===== src/rtl/hamming_secded_pipeline.sv =====
// Three-stage Hamming(7,4)+overall-parity SEC/DED codec: encode, build the
// received word with injected data bits and classify it, then correct it.
module hamming_secded_pipeline (
    input  logic       reloj,
    input  logic       reset,
    input  logic [3:0] dato_entrada,
    input  logic [3:0] dato_error,
    output logic [7:0] palabra,
    output logic [7:0] recibido,
    output logic       s1,
    output logic       s2,
    output logic       s3,
    output logic       st,
    output logic       error_simple,
    output logic       error_doble,
    output logic [3:0] corregido,
    output logic [7:0] palabra_corregida,
    output logic       simplerror_detectado,
    output logic       doblerror_detectado,
    output logic       led_doblerror
);

    function automatic logic [7:0] encode(input logic [3:0] d);
        logic [7:0] w;
        w    = 8'h00;
        w[3] = d[0];
        w[5] = d[1];
        w[6] = d[2];
        w[7] = d[3];
        w[1] = d[0] ^ d[1] ^ d[3];
        w[2] = d[0] ^ d[2] ^ d[3];
        w[4] = d[1] ^ d[2] ^ d[3];
        w[0] = ^w[7:1];
        return w;
    endfunction

    function automatic logic [2:0] syndrome(input logic [7:0] r);
        logic [2:0] s;
        s[0] = r[1] ^ r[3] ^ r[5] ^ r[7];
        s[1] = r[2] ^ r[3] ^ r[6] ^ r[7];
        s[2] = r[4] ^ r[5] ^ r[6] ^ r[7];
        return s;
    endfunction

    logic [7:0] palabra_d, palabra_q;
    logic [3:0] err_d, err_q;
    logic [7:0] rec_d, rec_q;
    logic [2:0] syn_d, syn_q;
    logic       st_d, st_q;
    logic       simple_d, simple_q;
    logic       doble_d, doble_q;
    logic [7:0] corr_d, corr_q;
    logic       simple3_d, simple3_q;
    logic       doble3_d, doble3_q;
    logic       led_d, led_q;

    // Stage 1 next state: encode and keep the injection nibble aligned.
    always_comb begin
        palabra_d = encode(dato_entrada);
        err_d     = dato_error;
    end

    // Stage 2 next state: parity bits from the codeword, data bits from the injection nibble.
    always_comb begin
        rec_d    = {err_q[3:1], palabra_q[4], err_q[0], palabra_q[2:0]};
        syn_d    = syndrome(rec_d);
        st_d     = ^rec_d;
        simple_d = st_d;
        doble_d  = (st_d == 1'b0) && (syn_d != 3'd0);
    end

    // Stage 3 next state: a single error with S=0 lands on bit 0, i.e. p0.
    always_comb begin
        corr_d    = rec_q;
        simple3_d = simple_q;
        doble3_d  = doble_q;
        led_d     = led_q | doble_q;
        if (simple_q) begin
            corr_d = rec_q ^ (8'h01 << syn_q);
        end else begin
            corr_d = rec_q;
        end
    end

    // Pipeline registers with synchronous reset to the all-zero valid codeword.
    always_ff @(posedge reloj) begin
        if (reset) begin
            palabra_q <= 8'h00;
            err_q     <= 4'h0;
            rec_q     <= 8'h00;
            syn_q     <= 3'd0;
            st_q      <= 1'b0;
            simple_q  <= 1'b0;
            doble_q   <= 1'b0;
            corr_q    <= 8'h00;
            simple3_q <= 1'b0;
            doble3_q  <= 1'b0;
            led_q     <= 1'b0;
        end else begin
            palabra_q <= palabra_d;
            err_q     <= err_d;
            rec_q     <= rec_d;
            syn_q     <= syn_d;
            st_q      <= st_d;
            simple_q  <= simple_d;
            doble_q   <= doble_d;
            corr_q    <= corr_d;
            simple3_q <= simple3_d;
            doble3_q  <= doble3_d;
            led_q     <= led_d;
        end
    end

    assign palabra              = palabra_q;
    assign recibido             = rec_q;
    assign s1                   = syn_q[0];
    assign s2                   = syn_q[1];
    assign s3                   = syn_q[2];
    assign st                   = st_q;
    assign error_simple         = simple_q;
    assign error_doble          = doble_q;
    assign palabra_corregida    = corr_q;
    assign corregido            = {corr_q[7], corr_q[6], corr_q[5], corr_q[3]};
    assign simplerror_detectado = simple3_q;
    assign doblerror_detectado  = doble3_q;
    assign led_doblerror        = led_q;

endmodule


===== config.mk =====
export PLATFORM = sky130hd
export DESIGN_NAME = hamming_secded_pipeline
export DESIGN_NICKNAME = d
export VERILOG_FILES = /design/src/rtl/hamming_secded_pipeline.sv
export SDC_FILE = /design/constraint.sdc
export NUM_CORES = 1
export LEC_CHECK = 0
export BUFFER_PORTS_ARGS = -buffer_cell sky130_fd_sc_hd__buf_2
export CAP_MARGIN = 20
export CELL_PAD_IN_SITES_DETAIL_PLACEMENT = 2
export CELL_PAD_IN_SITES_GLOBAL_PLACEMENT = 2
export CORE_MARGIN = 2
export CORE_UTILIZATION = 30
export CTS_CLUSTER_DIAMETER = 80
export DETAILED_ROUTE_END_ITERATION = 10
export PLACE_DENSITY = 0.84
export SYNTH_ARGS = -nofsm -noshare
export SYNTH_HDL_FRONTEND = slang
export SYNTH_SLANG_ARGS = --single-unit

===== constraint.sdc =====
create_clock -name reloj -period 2.5 [get_ports reloj]
set_clock_uncertainty 0.1 [all_clocks]
set_input_delay 0.25 -clock reloj [delete_from_list [all_inputs] [get_ports reloj]]
set_output_delay 0.25 -clock reloj [all_outputs]
set_load 0.05 [all_outputs]

==> flow_summary_export.csv, run 1 <==
group,metric,value,unit
clock_tree,cts_setup_buffers,0,
critical_path,arrival,1.09,ns
timing,fin_crit_sh,57.8,%
finish,fin_nets,177,
detailed_routing,drt_wl_total,2860,um
detailed_routing,wire_per_inst,13.1,um
timing,setup_slack,1.06,ns
placement,hpwl,2290,um
logic_synthesis,syn-num-nets,133,
critical_path,cp_slowest_cell,"dfxtp_1",
clock_tree,cts.path.max_buffers,2,
finish,layout-drive-gt1-share,32.7,%
global_route,antenna_found_initial,0,
critical_path,crit_family,"flip-flops",
global_route,grt_usage,13.3,%
clock_tree,clock_sinks,36,
finish,area_growth,27.5,%
clock_tree,cts_htree_levels,2,
detailed_routing,drc,0,
detailed_routing,antenna_left,0,
detailed_routing,via_per_inst,4.45,
critical_path,crit_chain,"buf_2",
timing,min_period,1.44,ns
clock_tree,cts_tree,"yes",
die,dieArea,4800,um2
critical_path,cpPeakStageDelay,0.48,ns
placement,portBuffers,46,
global_route,gr-total-overflow,0,
run_status,status,"finished clean",
job,maxCapViolCount,0,
die,die_width,69.3,um
timing,slew_violations,0,
clock_tree,cts.hold.buffers_added,0,
power,powerDensity,987,nW/um2
detailed_routing,drtPass1Iterations,3,
logic_synthesis,synth.distinct_cells,20,
power,peakVddDrop,0.000439,V
clock_tree,clkTransAtPathRegs,0.07,ns
min_path,min_path_type,"input port to flip-flop",
critical_path,crit_type,"flip-flop to output pin",
timing,max_clock_freq,692,MHz
logic_synthesis,seq_area_frac_synth,56.4,%
timing,hold_viol_final,0,
die,fp-row-count,23,
finish,n_antenna_cell,0,
critical_path,crit_fanout,9,
logic_synthesis,ys_seq_elements,36,
detailed_routing,vias,970,
global_route,grt_max_degree,37,
global_route,grt_pass1_wl,4960,um
finish,fill_cells,465,
timing,slew_headroom,57.9,%
die,start_util,31.5,%
detailed_routing,drtIter0Drc,56,
die,io_pins,47,
clock_tree,root_buffer,"clkbuf_8",
finish,layout_commonest_cell,"buf_2",
placement,routabilityCongestion,0.749,
logic_synthesis,netlist_area,1280,um2
timing,final-setup-viol-count,0,
die,die_y,69.3,um
critical_path,critPathBufInv,1,
die,core,4060,um2
global_route,grt_pass1_vias,1038,
clock_tree,cts_made_buffers,5,
power,leakage,0.000720,uW
clock_tree,cts.repair.resized,0,
critical_path,cp-start-kind,"flip-flop",
logic_synthesis,syn_avg_cell_area,10.4,um2
timing,max_slew.worst_pin.slew,0.632,ns
logic_synthesis,yosysWarnings,0,
placement,detailedPlace.worstSlack,1.12,ns
clock_tree,worstSkewPairLatency,0.28,ns
timing,grt_setup_unrepaired,"no",
critical_path,crit_required,2.15,ns
finish,final_cell_mix,"buf_2 (46), dfxtp_1 (36), xnor2_1 (20), nor2_1 (17), nor2b_1 (17)",
critical_path,endpoint_kind,"output pin",
timing,final.setup.tns,0,ns
logic_synthesis,synthesis.instances,123,
==> where the power goes <==
group,total (uW),switching [uW],internal [uW]
clock network,499,204,295
logic,430,311,119
registers,680,50.3,630
==> kinds of logic after synthesis <==
kind of cell    share of synthesized area (%)
xor+xnor                                 17.1
flops                                    56.4
compound gates                           1.17
simple gates                             21.2
buf+inv                                  4.11
==> per-stage QoR <==
step	cells	total power, uW	util (%)	hold slack [ns]	area, um2
global route	218	1700	40.2	0.0849	1630
finish	218	1610	40.2	0.0784	1630
CTS	218	1640	40.2	0.0682	1630
floorplan	123	1040	-	0.278	1280
detailed placement	210	1130	37.4	0.370	1520
global placement	210	1120	37.4	0.344	1520
==> state kept, by name (all words and copies together) (netlist names) <==
register	count
palabra	8
palabra_corregida	8
recibido	8
err_q	4
syn_q	3
doblerror_detectado	1
error_doble	1
error_simple	1
led_doblerror	1
simplerror_detectado	1
==> final timing paths <==
kind | start | end | slack, ns | cells after the start
worst max-delay path | syn_q[1] | s2 | 1.06 | 1
worst min-delay path | dato_error[0] | err_q[0] | 0.08 | 2
worst max register to register | error_simple | palabra_corregida[2] | 1.14 | 4
worst min register to register | led_doblerror | led_doblerror | 0.38 | 2
==> layout make-up <==
type	count	area [um2]	share of cell area, %
repair buffers	46	230	14.1
flip-flops and latches	36	721	44.2
clock buffers	5	68.8	4.22
well taps	50	62.6	3.84
multi-input cells	78	505	31.0
clock inverters	3	42.5	2.61
==> metal layers <==
| metal | vias up | GRT usage, % | wire length [um] |
|---|---|---|---|
| met5 | - | 0 | 0 |
| met2 | 39 | 24.3 | 1560 |
| met1 | 461 | 13.2 | 1090 |
| li1 | 468 | - | - |
| met3 | 2 | 5.09 | 201 |
| met4 | 0 | 5.88 | 8 |
==> synthesized netlist by cell type <==
cell type	instances	area (um2)
nor2_1	17	63.8
nor3_1	2	10.0
nand2_1	2	7.51
buf_4	5	37.5
buf_1	1	3.75
nand4b_1	2	17.5
nor2b_2	1	8.76
clkbuf_1	3	11.3
dfxtp_1	36	721
nand2b_1	1	6.26
a21oi_1	2	10.0
or3_1	2	12.5
nand3_1	1	5.00
nand4_1	2	12.5
nor2b_1	17	106
o21ai_0	1	5.00
or2_0	1	6.26
xor2_1	5	43.8
nor3b_1	2	15.0
xnor2_1	20	175
Power figures use the tool's default switching activity.
==> run 2: changes to the inputs <==
--- a/config.mk
+++ b/config.mk
@@ -10,10 +10,10 @@
 export CELL_PAD_IN_SITES_DETAIL_PLACEMENT = 2
 export CELL_PAD_IN_SITES_GLOBAL_PLACEMENT = 2
 export CORE_MARGIN = 2
-export CORE_UTILIZATION = 30
+export CORE_UTILIZATION = 28
 export CTS_CLUSTER_DIAMETER = 80
 export DETAILED_ROUTE_END_ITERATION = 10
-export PLACE_DENSITY = 0.84
+export PLACE_DENSITY = 0.79
 export SYNTH_ARGS = -nofsm -noshare
 export SYNTH_HDL_FRONTEND = slang
 export SYNTH_SLANG_ARGS = --single-unit
==> constraint.sdc (replaced) <==
create_clock -name reloj -period 1.5 [get_ports reloj]
set_clock_uncertainty 0.1 [all_clocks]
set_input_delay 0.15 -clock reloj [delete_from_list [all_inputs] [get_ports reloj]]
set_output_delay 0.15 -clock reloj [all_outputs]
set_load 0.05 [all_outputs]
==> flow_summary_export.csv, run 2 (same netlist as run 1, synthesis figures left out) <==
group,metric,value,unit
global_route,grt_pass1_vias,1056,
clock_tree,cts_htree_levels,2,
clock_tree,root_buffer,"clkbuf_8",
finish,final_cell_area,1680,um2
power,peakVddDrop,0.000590,V
clock_tree,clock_sinks,36,
detailed_routing,vias,972,
finish,regArea,723,um2
timing,final.setup.tns,0,ns
clock_tree,cts_tree,"yes",
detailed_routing,drtIter0Drc,39,
finish,fin_nets,182,
die,die_y,71.6,um
global_route,antenna_found_initial,0,
timing,max_slew.worst_pin.slew,0.414,ns
critical_path,critPathBufInv,1,
detailed_routing,wire_per_inst,13.4,um
timing,grt_setup_unrepaired,"no",
finish,layout-drive-gt1-share,33.1,%
timing,final-setup-viol-count,0,
critical_path,crit_fanout,9,
placement,detailedPlace.worstSlack,0.190,ns
run_status,status,"finished clean",
placement,routabilityCongestion,0.765,
critical_path,cp_slowest_cell,"dfxtp_1",
timing,hold_viol_final,0,
detailed_routing,drtPass1Iterations,4,
placement,portBuffers,46,
finish,fin_cells,224,
global_route,gr-total-overflow,0,
power,powerDensity,1550,nW/um2
finish,multiInputGateArea,505,um2
critical_path,r2r_end,"error_doble",
die,core,4380,um2
placement,placed_area,1540,um2
job,maxCapViolCount,0,
critical_path,critPathLaunch,"syn_q[0]",
timing,slew_violations,0,
power,leakage,0.000743,uW
global_route,grt_usage,12.4,%
clock_tree,cts_made_buffers,5,
detailed_routing,drc,0,
timing,min_period,1.35,ns
timing,max_clock_freq,740,MHz
detailed_routing,drt_wl_total,2990,um
critical_path,cp-start-kind,"flip-flop",
clock_tree,cts.path.max_buffers,2,
min_path,min_path_type,"input port to flip-flop",
critical_path,cpPeakStageDelay,0.49,ns
critical_path,arrival,1.10,ns
critical_path,rrSetupSlack,0.19,ns
die,fp-row-count,24,
detailed_routing,antenna_left,0,
critical_path,r2r_cells,4,
clock_tree,clkTransAtPathRegs,0.07,ns
critical_path,crit_family,"flip-flops",
global_route,grt_max_degree,26,
timing,setup_slack,0.148,ns
die,dieArea,5120,um2
finish,final_cell_mix,"buf_2 (46), dfxtp_1 (34), xnor2_1 (20), nor2_1 (17), nor2b_1 (17)",
min_path,min_to,"palabra[5]",
critical_path,timing.rr.start,"err_q[2]",
finish,n_antenna_cell,0,
min_path,hold_path_depth,2,
placement,hpwl,2320,um
critical_path,endpoint_kind,"output pin",
clock_tree,cts_setup_buffers,0,
critical_path,crit_chain,"buf_2",
critical_path,crit_type,"flip-flop to output pin",
finish,post-route-util,38.3,%
placement,placed_cells,213,
timing,slew_headroom,72.2,%
die,io_pins,47,
finish,fill_cells,498,
detailed_routing,via_per_inst,4.34,
min_path,hp-start,"dato_entrada[1]",
die,die_width,71.6,um
finish,area_growth,31.4,%
global_route,grt_pass1_wl,4820,um
finish,layout_commonest_cell,"buf_2",
die,start_util,29.2,%
clock_tree,worstSkewPairLatency,0.28,ns
critical_path,crit_required,1.25,ns
timing,fin_crit_sh,90.1,%
==> run 2: cell count changes in the layout (fill, tap and decap cells not counted), sizes merged <==
| cell | delta |
|---|---|
| buf | +1 |
| bufinv | -1 |
| clkbuf | +2 |
| clkinv | -1 |
| clkinvlp | -1 |
| dlygate4sd3 | +4 |
==> run 2: cell type report <==
cell class / count / share of cell area, %
tap: 52 / 3.87
sequential: 36 / 43.0
clock buffer: 7 / 5.73
timing repair buffer: 51 / 17.3
multi-input combinational: 78 / 30.1
==> run 2: where the power goes <==
group          switching (uW)  internal (uW)
clock                     315            409
combinational             524            210
sequential               87.4           1050
total                     927           1670
==> run 2: per-stage QoR <==
| stage | total power [uW] | hold slack [ns] |
|---|---|---|
| after floorplan | 1730 | 0.178 |
| after global placement | 1870 | 0.269 |
| after detailed placement | 1900 | 0.273 |
| after CTS | 2640 | 0.0380 |
| after global routing | 2730 | 0.0567 |
| final | 2600 | 0.0426 |
==> run 2: repair_timing <==
item                                   4_1_cts  5_1_grt
endpoints found under the hold margin        4        0
hold buffers                                 4        0
gates resized for setup                      0        0
==> run 2: worst reg2reg max path: cells and delay by family (launching register included) <==
family / cells / cell delay (ns)
flops: 1 / 0.34
compound gates: 1 / 0.16
simple gates: 1 / 0.14
xor+xnor: 2 / 0.50
==> run 2: how the worst max path moves through the flow <==
stage | to | depth (start not counted)
6_report | s1 | 1
5_1_grt | palabra_corregida[2] | 4
4_1_cts | s1 | 1
3_5_place_dp | error_doble | 4
3_3_place_gp | error_doble | 4
2_1_floorplan | error_doble | 4
==> run 2: layer usage <==
layer	up-vias	track usage, %	part of all wire (%)
li1	474	-	-
met1	451	12.5	39
met2	41	23.0	52
met3	6	3.94	7.4
met4	0	5.66	1.8
met5	-	0	0
